## src/rtl/utc_to_unix64.sv

```systemverilog
// utc_to_unix64: converts a UTC calendar date/time to 64-bit signed Unix seconds.
// The conversion is iterative: it peels off 400/100/4/1-year blocks, then whole
// months, then day/hour/minute/second, and finally subtracts the 0001..1970 offset.
//
// Ports:
//   clk        in   1   clock, all state on rising edge
//   rst        in   1   asynchronous active-high reset
//   start      in   1   conversion request, accepted only while busy=0
//   year       in  14   calendar year 1..16383
//   month      in   4   1..12
//   day        in   5   1..days-in-month (leap-aware)
//   hour       in   5   0..23
//   minute     in   6   0..59
//   second     in   6   0..59
//   unix_time  out 64   two's-complement seconds since 1970-01-01 00:00:00 UTC
//   done       out  1   one-cycle completion pulse
//   err        out  1   valid with done, 1 = inputs rejected
//   busy       out  1   high from the accepting edge through the done cycle
module utc_to_unix64 (
    input  logic        clk,
    input  logic        rst,
    input  logic        start,
    input  logic [13:0] year,
    input  logic [3:0]  month,
    input  logic [4:0]  day,
    input  logic [4:0]  hour,
    input  logic [5:0]  minute,
    input  logic [5:0]  second,
    output logic [63:0] unix_time,
    output logic        done,
    output logic        err,
    output logic        busy
);

    localparam int unsigned ACC_W = 64;
    localparam int unsigned YEAR_W = 14;

    localparam logic [ACC_W-1:0] SEC_PER_DAY   = 64'd86400;
    localparam logic [ACC_W-1:0] SEC_PER_HOUR  = 64'd3600;
    localparam logic [ACC_W-1:0] SEC_PER_MIN   = 64'd60;
    localparam logic [ACC_W-1:0] SEC_Y400      = 64'd12622780800;
    localparam logic [ACC_W-1:0] SEC_Y100      = 64'd3155673600;
    localparam logic [ACC_W-1:0] SEC_Y4        = 64'd126230400;
    localparam logic [ACC_W-1:0] SEC_Y1        = 64'd31536000;
    localparam logic [ACC_W-1:0] EPOCH_OFFSET  = 64'd62135596800;

    typedef enum logic [3:0] {
        IDLE,
        CHECK,
        Y400,
        Y100,
        Y4,
        Y1,
        MONTH,
        HMS,
        DONE
    } state_t;

    state_t state, state_n;

    logic [YEAR_W-1:0] year_q, year_n;
    logic [3:0]        month_q, month_n;
    logic [4:0]        day_q, day_n;
    logic [4:0]        hour_q, hour_n;
    logic [5:0]        minute_q, minute_n;
    logic [5:0]        second_q, second_n;
    logic              leap_q, leap_n;
    logic [YEAR_W-1:0] y_q, y_n;
    logic [3:0]        m_q, m_n;
    logic [ACC_W-1:0]  acc_q, acc_n;
    logic [ACC_W-1:0]  unix_n;
    logic              done_n, err_n, busy_n;

    logic              leap_c;
    logic              valid_c;
    logic [ACC_W-1:0]  hms_c;

    // Days in month m; 0 for an out-of-range month so any day check fails.
    function automatic logic [4:0] dim(input logic [3:0] m, input logic leap);
        case (m)
            4'd1, 4'd3, 4'd5, 4'd7, 4'd8, 4'd10, 4'd12: dim = 5'd31;
            4'd4, 4'd6, 4'd9, 4'd11:                    dim = 5'd30;
            4'd2:                                       dim = leap ? 5'd29 : 5'd28;
            default:                                    dim = 5'd0;
        endcase
    endfunction

    // Gregorian leap rule on the latched year.
    always_comb begin
        leap_c = ((year_q[1:0] == 2'd0) && ((year_q % 14'd100) != 14'd0))
               || ((year_q % 14'd400) == 14'd0);
    end

    // Range check of every latched field.
    always_comb begin
        valid_c = (year_q != 14'd0)
               && (month_q >= 4'd1) && (month_q <= 4'd12)
               && (day_q >= 5'd1) && (day_q <= dim(month_q, leap_c))
               && (hour_q <= 5'd23)
               && (minute_q <= 6'd59)
               && (second_q <= 6'd59);
    end

    // Seconds contributed by the day-of-month and time-of-day fields.
    always_comb begin
        hms_c = 64'(day_q - 5'd1) * SEC_PER_DAY
              + 64'(hour_q) * SEC_PER_HOUR
              + 64'(minute_q) * SEC_PER_MIN
              + 64'(second_q);
    end

    // State and datapath registers.
    always_ff @(posedge clk or posedge rst) begin
        if (rst) begin
            state     <= IDLE;
            year_q    <= '0;
            month_q   <= '0;
            day_q     <= '0;
            hour_q    <= '0;
            minute_q  <= '0;
            second_q  <= '0;
            leap_q    <= 1'b0;
            y_q       <= '0;
            m_q       <= '0;
            acc_q     <= '0;
            unix_time <= '0;
            done      <= 1'b0;
            err       <= 1'b0;
            busy      <= 1'b0;
        end else begin
            state     <= state_n;
            year_q    <= year_n;
            month_q   <= month_n;
            day_q     <= day_n;
            hour_q    <= hour_n;
            minute_q  <= minute_n;
            second_q  <= second_n;
            leap_q    <= leap_n;
            y_q       <= y_n;
            m_q       <= m_n;
            acc_q     <= acc_n;
            unix_time <= unix_n;
            done      <= done_n;
            err       <= err_n;
            busy      <= busy_n;
        end
    end

    // Next-state and next-datapath logic.
    always_comb begin
        state_n  = state;
        year_n   = year_q;
        month_n  = month_q;
        day_n    = day_q;
        hour_n   = hour_q;
        minute_n = minute_q;
        second_n = second_q;
        leap_n   = leap_q;
        y_n      = y_q;
        m_n      = m_q;
        acc_n    = acc_q;
        unix_n   = unix_time;
        err_n    = err;

        case (state)
            IDLE: begin
                if (start) begin
                    year_n   = year;
                    month_n  = month;
                    day_n    = day;
                    hour_n   = hour;
                    minute_n = minute;
                    second_n = second;
                    state_n  = CHECK;
                end
            end
            CHECK: begin
                leap_n = leap_c;
                if (!valid_c) begin
                    // unix_time is left untouched on rejection.
                    err_n   = 1'b1;
                    state_n = DONE;
                end else begin
                    y_n     = year_q - 14'd1;
                    acc_n   = '0;
                    state_n = Y400;
                end
            end
            Y400: begin
                if (y_q >= 14'd400) begin
                    acc_n = acc_q + SEC_Y400;
                    y_n   = y_q - 14'd400;
                end else begin
                    state_n = Y100;
                end
            end
            Y100: begin
                if (y_q >= 14'd100) begin
                    acc_n = acc_q + SEC_Y100;
                    y_n   = y_q - 14'd100;
                end else begin
                    state_n = Y4;
                end
            end
            Y4: begin
                if (y_q >= 14'd4) begin
                    acc_n = acc_q + SEC_Y4;
                    y_n   = y_q - 14'd4;
                end else begin
                    state_n = Y1;
                end
            end
            Y1: begin
                if (y_q != 14'd0) begin
                    acc_n = acc_q + SEC_Y1;
                    y_n   = y_q - 14'd1;
                end else begin
                    m_n     = 4'd1;
                    state_n = MONTH;
                end
            end
            MONTH: begin
                // One month per cycle; the exit cycle adds nothing.
                if (m_q < month_q) begin
                    acc_n = acc_q + 64'(dim(m_q, leap_q)) * SEC_PER_DAY;
                    m_n   = m_q + 4'd1;
                end else begin
                    state_n = HMS;
                end
            end
            HMS: begin
                // Result is registered on entry to DONE so it is valid with done.
                acc_n   = acc_q + hms_c;
                unix_n  = acc_q + hms_c - EPOCH_OFFSET;
                err_n   = 1'b0;
                state_n = DONE;
            end
            DONE: begin
                state_n = IDLE;
            end
            default: begin
                state_n = IDLE;
            end
        endcase

        done_n = (state_n == DONE);
        busy_n = (state_n != IDLE);
    end

endmodule

```

## config.mk

```make
export PLATFORM = sky130hd
export DESIGN_NAME = utc_to_unix64
export DESIGN_NICKNAME = d
export VERILOG_FILES = /design/src/rtl/utc_to_unix64.sv
export SDC_FILE = /design/constraint.sdc
export NUM_CORES = 1
export LEC_CHECK = 0
export BUFFER_PORTS_ARGS = -buffer_cell sky130_fd_sc_hd__buf_2
export CELL_PAD_IN_SITES_DETAIL_PLACEMENT = 1
export CELL_PAD_IN_SITES_GLOBAL_PLACEMENT = 1
export CORE_AREA = 2 2 220 222
export DETAILED_ROUTE_END_ITERATION = 8
export DIE_AREA = 0 0 222 224
export GPL_TIMING_DRIVEN = 0
export HOLD_SLACK_MARGIN = 0.15
export PLACE_DENSITY_LB_ADDON = 0.08
export SYNTH_ARGS = -nofsm -noshare
export SYNTH_HDL_FRONTEND = slang
export SYNTH_SLANG_ARGS = --single-unit
```

## constraint.sdc

```tcl
create_clock -name clk -period 14.1 [get_ports clk]
set_clock_uncertainty 0.1 [all_clocks]
set_input_delay 0 -clock clk [delete_from_list [all_inputs] [get_ports clk]]
set_output_delay 0 -clock clk [all_outputs]
set_load 0.01 [all_outputs]
```

After elaboration in Yosys (flattened, before gate mapping)
Index checks and enable logic that the tools add are counted.

storage, ports and cells
  input port bits = 43
  output and inout bits = 67
  register bits after elaboration = 194
  logic and storage cells = 150

operators by class
  mux-type cells = 32
  equality and inequality tests = 40
  $mul = 4
  $add $sub $neg = 17
  reductions and logical operators = 29
  divide/modulo/power cells = 2
  order comparisons = 11

operators by type and width
  kind                      count
  $pmux W64 S7              1
  $mux W64                  6
  $mux W14                  5
  $pmux W14 S5              1
  $add A64 B12 Y64          1
  $add A64 B17 Y64          1
  $add A64 B22 Y64          1
  $add A64 B25 Y64 const B  1
  $add A64 B27 Y64 const B  1
  $add A64 B32 Y64 const B  1
  $add A64 B34 Y64 const B  1
  $add A64 B6 Y64           1
  $add A64 B64 Y64          1
  $mul A64 B10 Y57 const B  1
  $sub A64 B36 Y64 const B  1
  $eq A4 B3 Y1 const B      12
  $eq A4 B4 Y1 const B      11
  $reduce_bool A14 Y1       3
  $mux W4                   9
  $pmux W4 S8               1
  $pmux W5 S3               2
  $sub A14 B1 Y14 const B   2
  $eq A4 B2 Y1 const B      6
  $ne A2 B2 Y1 const B      8
  other kinds (40)          57

Depth between registers and ports, before layout
  depth in word-level cells = 14
  depth in mapped cells = 48
  gate-level depth less buffers = 47

Least setup slack after synthesis
No wires, ideal clock.

  path type = flip-flop to flip-flop
  start point = register day_q[0]
  end point = register unix_time[63]
  stages on the path, launching flop included = 47
  path buffers = 2
  path slack = 3,840 ps
  data arrival time = 10,035 ps
  setup time = 125 ps
  required time = 13,875 ps
  clock period less this slack = 10,260 ps
  path through = dfrtp_1 inv_1 ha_1 xor2_1 ha_1 ha_1 inv_1 fa_1 inv_1 ha_1 inv_1 fa_1 inv_1 ha_1 inv_1 o21bai_1 a21oi_1 nor2b_1 [... 11 more ...] ha_1 clkbuf_1 and4_1 and3_1 and3_1 nand3_1 or4_1 a31o_2 o21ai_1 or4b_2 nand3_1 or4b_2 a211oi_1 nand4bb_1 or2_2 nor4_1 xnor2_1 mux2_2

between the ends
  longest elaborated chain between the ends = 7

RTL lines
  what                      RTL line  RTL
  start: declaration        63        logic [4:0] day_q, day_n;
  start signal: assignment  134       day_q <= day_n;
  $sub A5 B1 Y6             106       hms_c = 64'(day_q - 5'd1) * SEC_PER_DAY
  $mul A64 B10 Y57          106
  $add A64 B17 Y64          107       + 64'(hour_q) * SEC_PER_HOUR
  $add A64 B12 Y64          108       + 64'(minute_q) * SEC_PER_MIN
  $add A64 B6 Y64           109       + 64'(second_q);
  $add A64 B64 Y64          234       unix_n = acc_q + hms_c - EPOCH_OFFSET;
  $sub A64 B36 Y64          234
  end signal: assignment    142       unix_time <= unix_n;
  end: declaration          29        output logic [63:0] unix_time,

Every way passes these cells.
A chain may end at the register's enable or synchronous reset.

Final worst setup path
Same ends and word-level chain as after synthesis.

==> flow_metrics.env <==
export IMPL_status="finished, final reports clean"
export IMPL_synth_avg_cell_area_um2=8.09
export IMPL_syn2layout_area_growth_pct=11.6
export IMPL_postCtsResizedCells=0
export IMPL_path_buf_inv=6
export IMPL_netlist_area_um2=23000
export IMPL_slew_viol_final=0
export IMPL_port_buffers=109
export IMPL_antenna_found_initial=0
export IMPL_cap_violations=0
export IMPL_via_per_inst=6.25
export IMPL_synthCells=2847
export IMPL_drc_errors=0
export IMPL_postLayoutCoreUtil_pct=54.2
export IMPL_synth_edf_count=0
export IMPL_worst_path_max_fanout=28
export IMPL_cpMaxStageDelayCell="clkinv_1"
export IMPL_cp_required_ns=14.40
export IMPL_ys_flop_type="dfrtp_1"
export IMPL_yosysSeqAreaShare_pct=21.1
export IMPL_grt_max_degree=77
export IMPL_critical_path_class="register to register"
export IMPL_wl_per_cell_um=23.9
export IMPL_grt_overflow=0
export IMPL_drive_above_1_share_pct=8.02
export IMPL_clk_latency_ns=0.52
export IMPL_post_cts_setup_buffer_count=0
export IMPL_synth_nets=3242
export IMPL_grt_usage_pct=35.4
export IMPL_fp_row_count=80
export IMPL_fmax_mhz=77.6
export IMPL_setup_viol=0
export IMPL_grt_pass1_vias=24100
export IMPL_synthTopCellsByArea="dfrtp_1 21%, ha_1 17%, xnor2_1 5.3%"
export IMPL_initial_core_util_pct=48.6
export IMPL_die_w_um=222
export IMPL_hold_buffers=65
export IMPL_period_needed_ns=12.89
export IMPL_gp_routability_congestion=0.986
export IMPL_critical_path_top_delay_family="simple AND/OR/NAND/NOR gates"
export IMPL_grt_pass1_wl_um=137000
export IMPL_vias=22900
export IMPL_dp_hpwl_um=67000
export IMPL_cts_root_buf="clkbuf_16"
export IMPL_crit_path_start_kind="register"
export IMPL_antenna_cells=0
export IMPL_synth_seq_cells=194
export IMPL_end_kind="register"
export IMPL_clk_pin_slew_worst_paths_ns=0.08
export IMPL_cp_arrival_ns=13.19
export IMPL_cpPeakStageDelay_ns=0.85
export IMPL_ios=110
export IMPL_synth_cell_type_count=98
export IMPL_crit_top_cell="ha_1"
export IMPL_cts_num_sinks=194
export IMPL_yosys_area_top_type="dfrtp_1"
export IMPL_clk_path_buf_depth=2
export IMPL_rsz0062_at_grt="no"
export IMPL_ant_nets=0
export IMPL_synthArstFlopShare_pct=100
export IMPL_worstHoldPathType="input port to register"
export IMPL_synth_top_area_share_pct=21.1
export IMPL_core_area_um2=47300
export IMPL_die_h_um=224
export IMPL_cts_buffers=17
export IMPL_fin_nets=3438
export IMPL_period_share_pct=91.5
export IMPL_hold_violations=0
export IMPL_tns_ns=0
export IMPL_ys_warn_count=0
export IMPL_worst_slew_pin_slew_ns=1.28
export IMPL_dieArea_um2=49700
export IMPL_h_tree_depth=4
export IMPL_final_cell_mix="305 x nand2_1, 305 x ha_1, 213 x o21ai_0"
export IMPL_first_pass_iters=6
export IMPL_drt_initial_drc_count=1647
export IMPL_fillers=5790
export IMPL_tritoncts="yes"
export IMPL_routed_wl_um=87700
export IMPL_slew_headroom_pct=14.9
[state kept, by name, summed over array words and instances, names as in the netlist]
signal     count
year_q        14
acc_q         64
month_q        4
hour_q         5
busy           1
day_q          5
leap_q         1
state          4
minute_q       6
second_q       6
y_q           14
m_q            4
done           1
err            1
unix_time     64
[worst reg2reg max path, delay by kind of cell, from the launching register on]
kind | cells | cell delay, ns
AO/OA/AOI/OAI | 12 | 3.05
XOR/XNOR | 1 | 0.10
adder cells (fa/ha/maj) | 7 | 2.59
buffers and inverters | 6 | 1.57
flip-flops | 1 | 0.52
multiplexers | 1 | 0.27
AND/OR/NAND/NOR | 17 | 4.59
[final cells by class]
cell class	count	area, um2	share of cell area [%]
multi-input combinational	2323	16900	65.9
inverter	213	807	3.14
timing repair buffer	177	1260	4.90
sequential	194	4850	18.9
tap	615	769	3.00
buffer	117	455	1.77
clock inverter	13	174	0.677
clock buffer	19	443	1.72
[synthesized netlist by cell type (18+ instances only)]
cell and instances:
ha_1 305, nand2_1 305, o21ai_0 213, inv_1 211, dfrtp_1 194, a21oi_1 184, nor2_1 184, xnor2_1 138
clkbuf_1 96, nand3_1 76, nor3_1 74, a21o_1 64, xor2_1 60, fa_1 47, mux2_2 45, nand2b_1 43
nand4_1 41, a31oi_1 33, and3_1 32, nor2b_1 26, o21a_1 24, o21bai_1 23, a211oi_1 22, and2_1 22
or3_1 22, a221oi_1 20, mux2i_1 20, nor4_1 18, or2_2 18
[path summary, 6_finish.rpt]
path                                      startpoint                   endpoint  slack [ns]  cells after the start
min                                        second[5]    second_q[5]$_DFFE_PP0P_        0.17                      3
min in group asynchronous                        rst    second_q[1]$_DFFE_PP0P_        0.62                      4
min reg2reg                unix_time[38]$_DFFE_PP0P_  unix_time[38]$_DFFE_PP0P_        0.37                      2
max reg2reg                     day_q[0]$_DFFE_PP0P_  unix_time[63]$_DFFE_PP0P_        1.21                     44
max                             day_q[0]$_DFFE_PP0P_  unix_time[63]$_DFFE_PP0P_        1.21                     44
max in group asynchronous                        rst  unix_time[53]$_DFFE_PP0P_       12.44                      5
[metal layers]
metal,up-vias,wire length [um],global-route usage [%]
li1,10600,-,-
met1,11400,36400,42.7
met2,678,42700,61.2
met3,214,3850,4.91
met4,0,4670,19.0
met5,-,0,0
[stage by stage]
step	std cells	setup WS, ns	instance area, um2	hold WS, ns
floorplan	2847	3.84	23000	0.0506
global placement	3571	1.66	24300	0.130
detailed placement	3574	1.42	24400	-0.00739
CTS	3671	1.39	25700	0.151
finish	3671	1.21	25700	0.173
global route	3671	0.561	25700	0.174
[cells by family (layout without fill, tap and decap cells)]
family                     after synthesis  count (layout)  synth area share (%)
and+or+nand+nor                        918             918                  19.4
AOI/OAI and AO/OA                      781             781                  22.3
adders and majority gates              358             358                  20.9
buffers and inverters                  330             539                  5.45
xor gates and xnor gates               199             199                  7.65
DFF                                    194             194                  21.1
muxes                                   67              67                  3.20
Power is left out: the tool's default activity adds up to more than one toggle a clock period on the data nets, which glitch-free logic cannot reach.
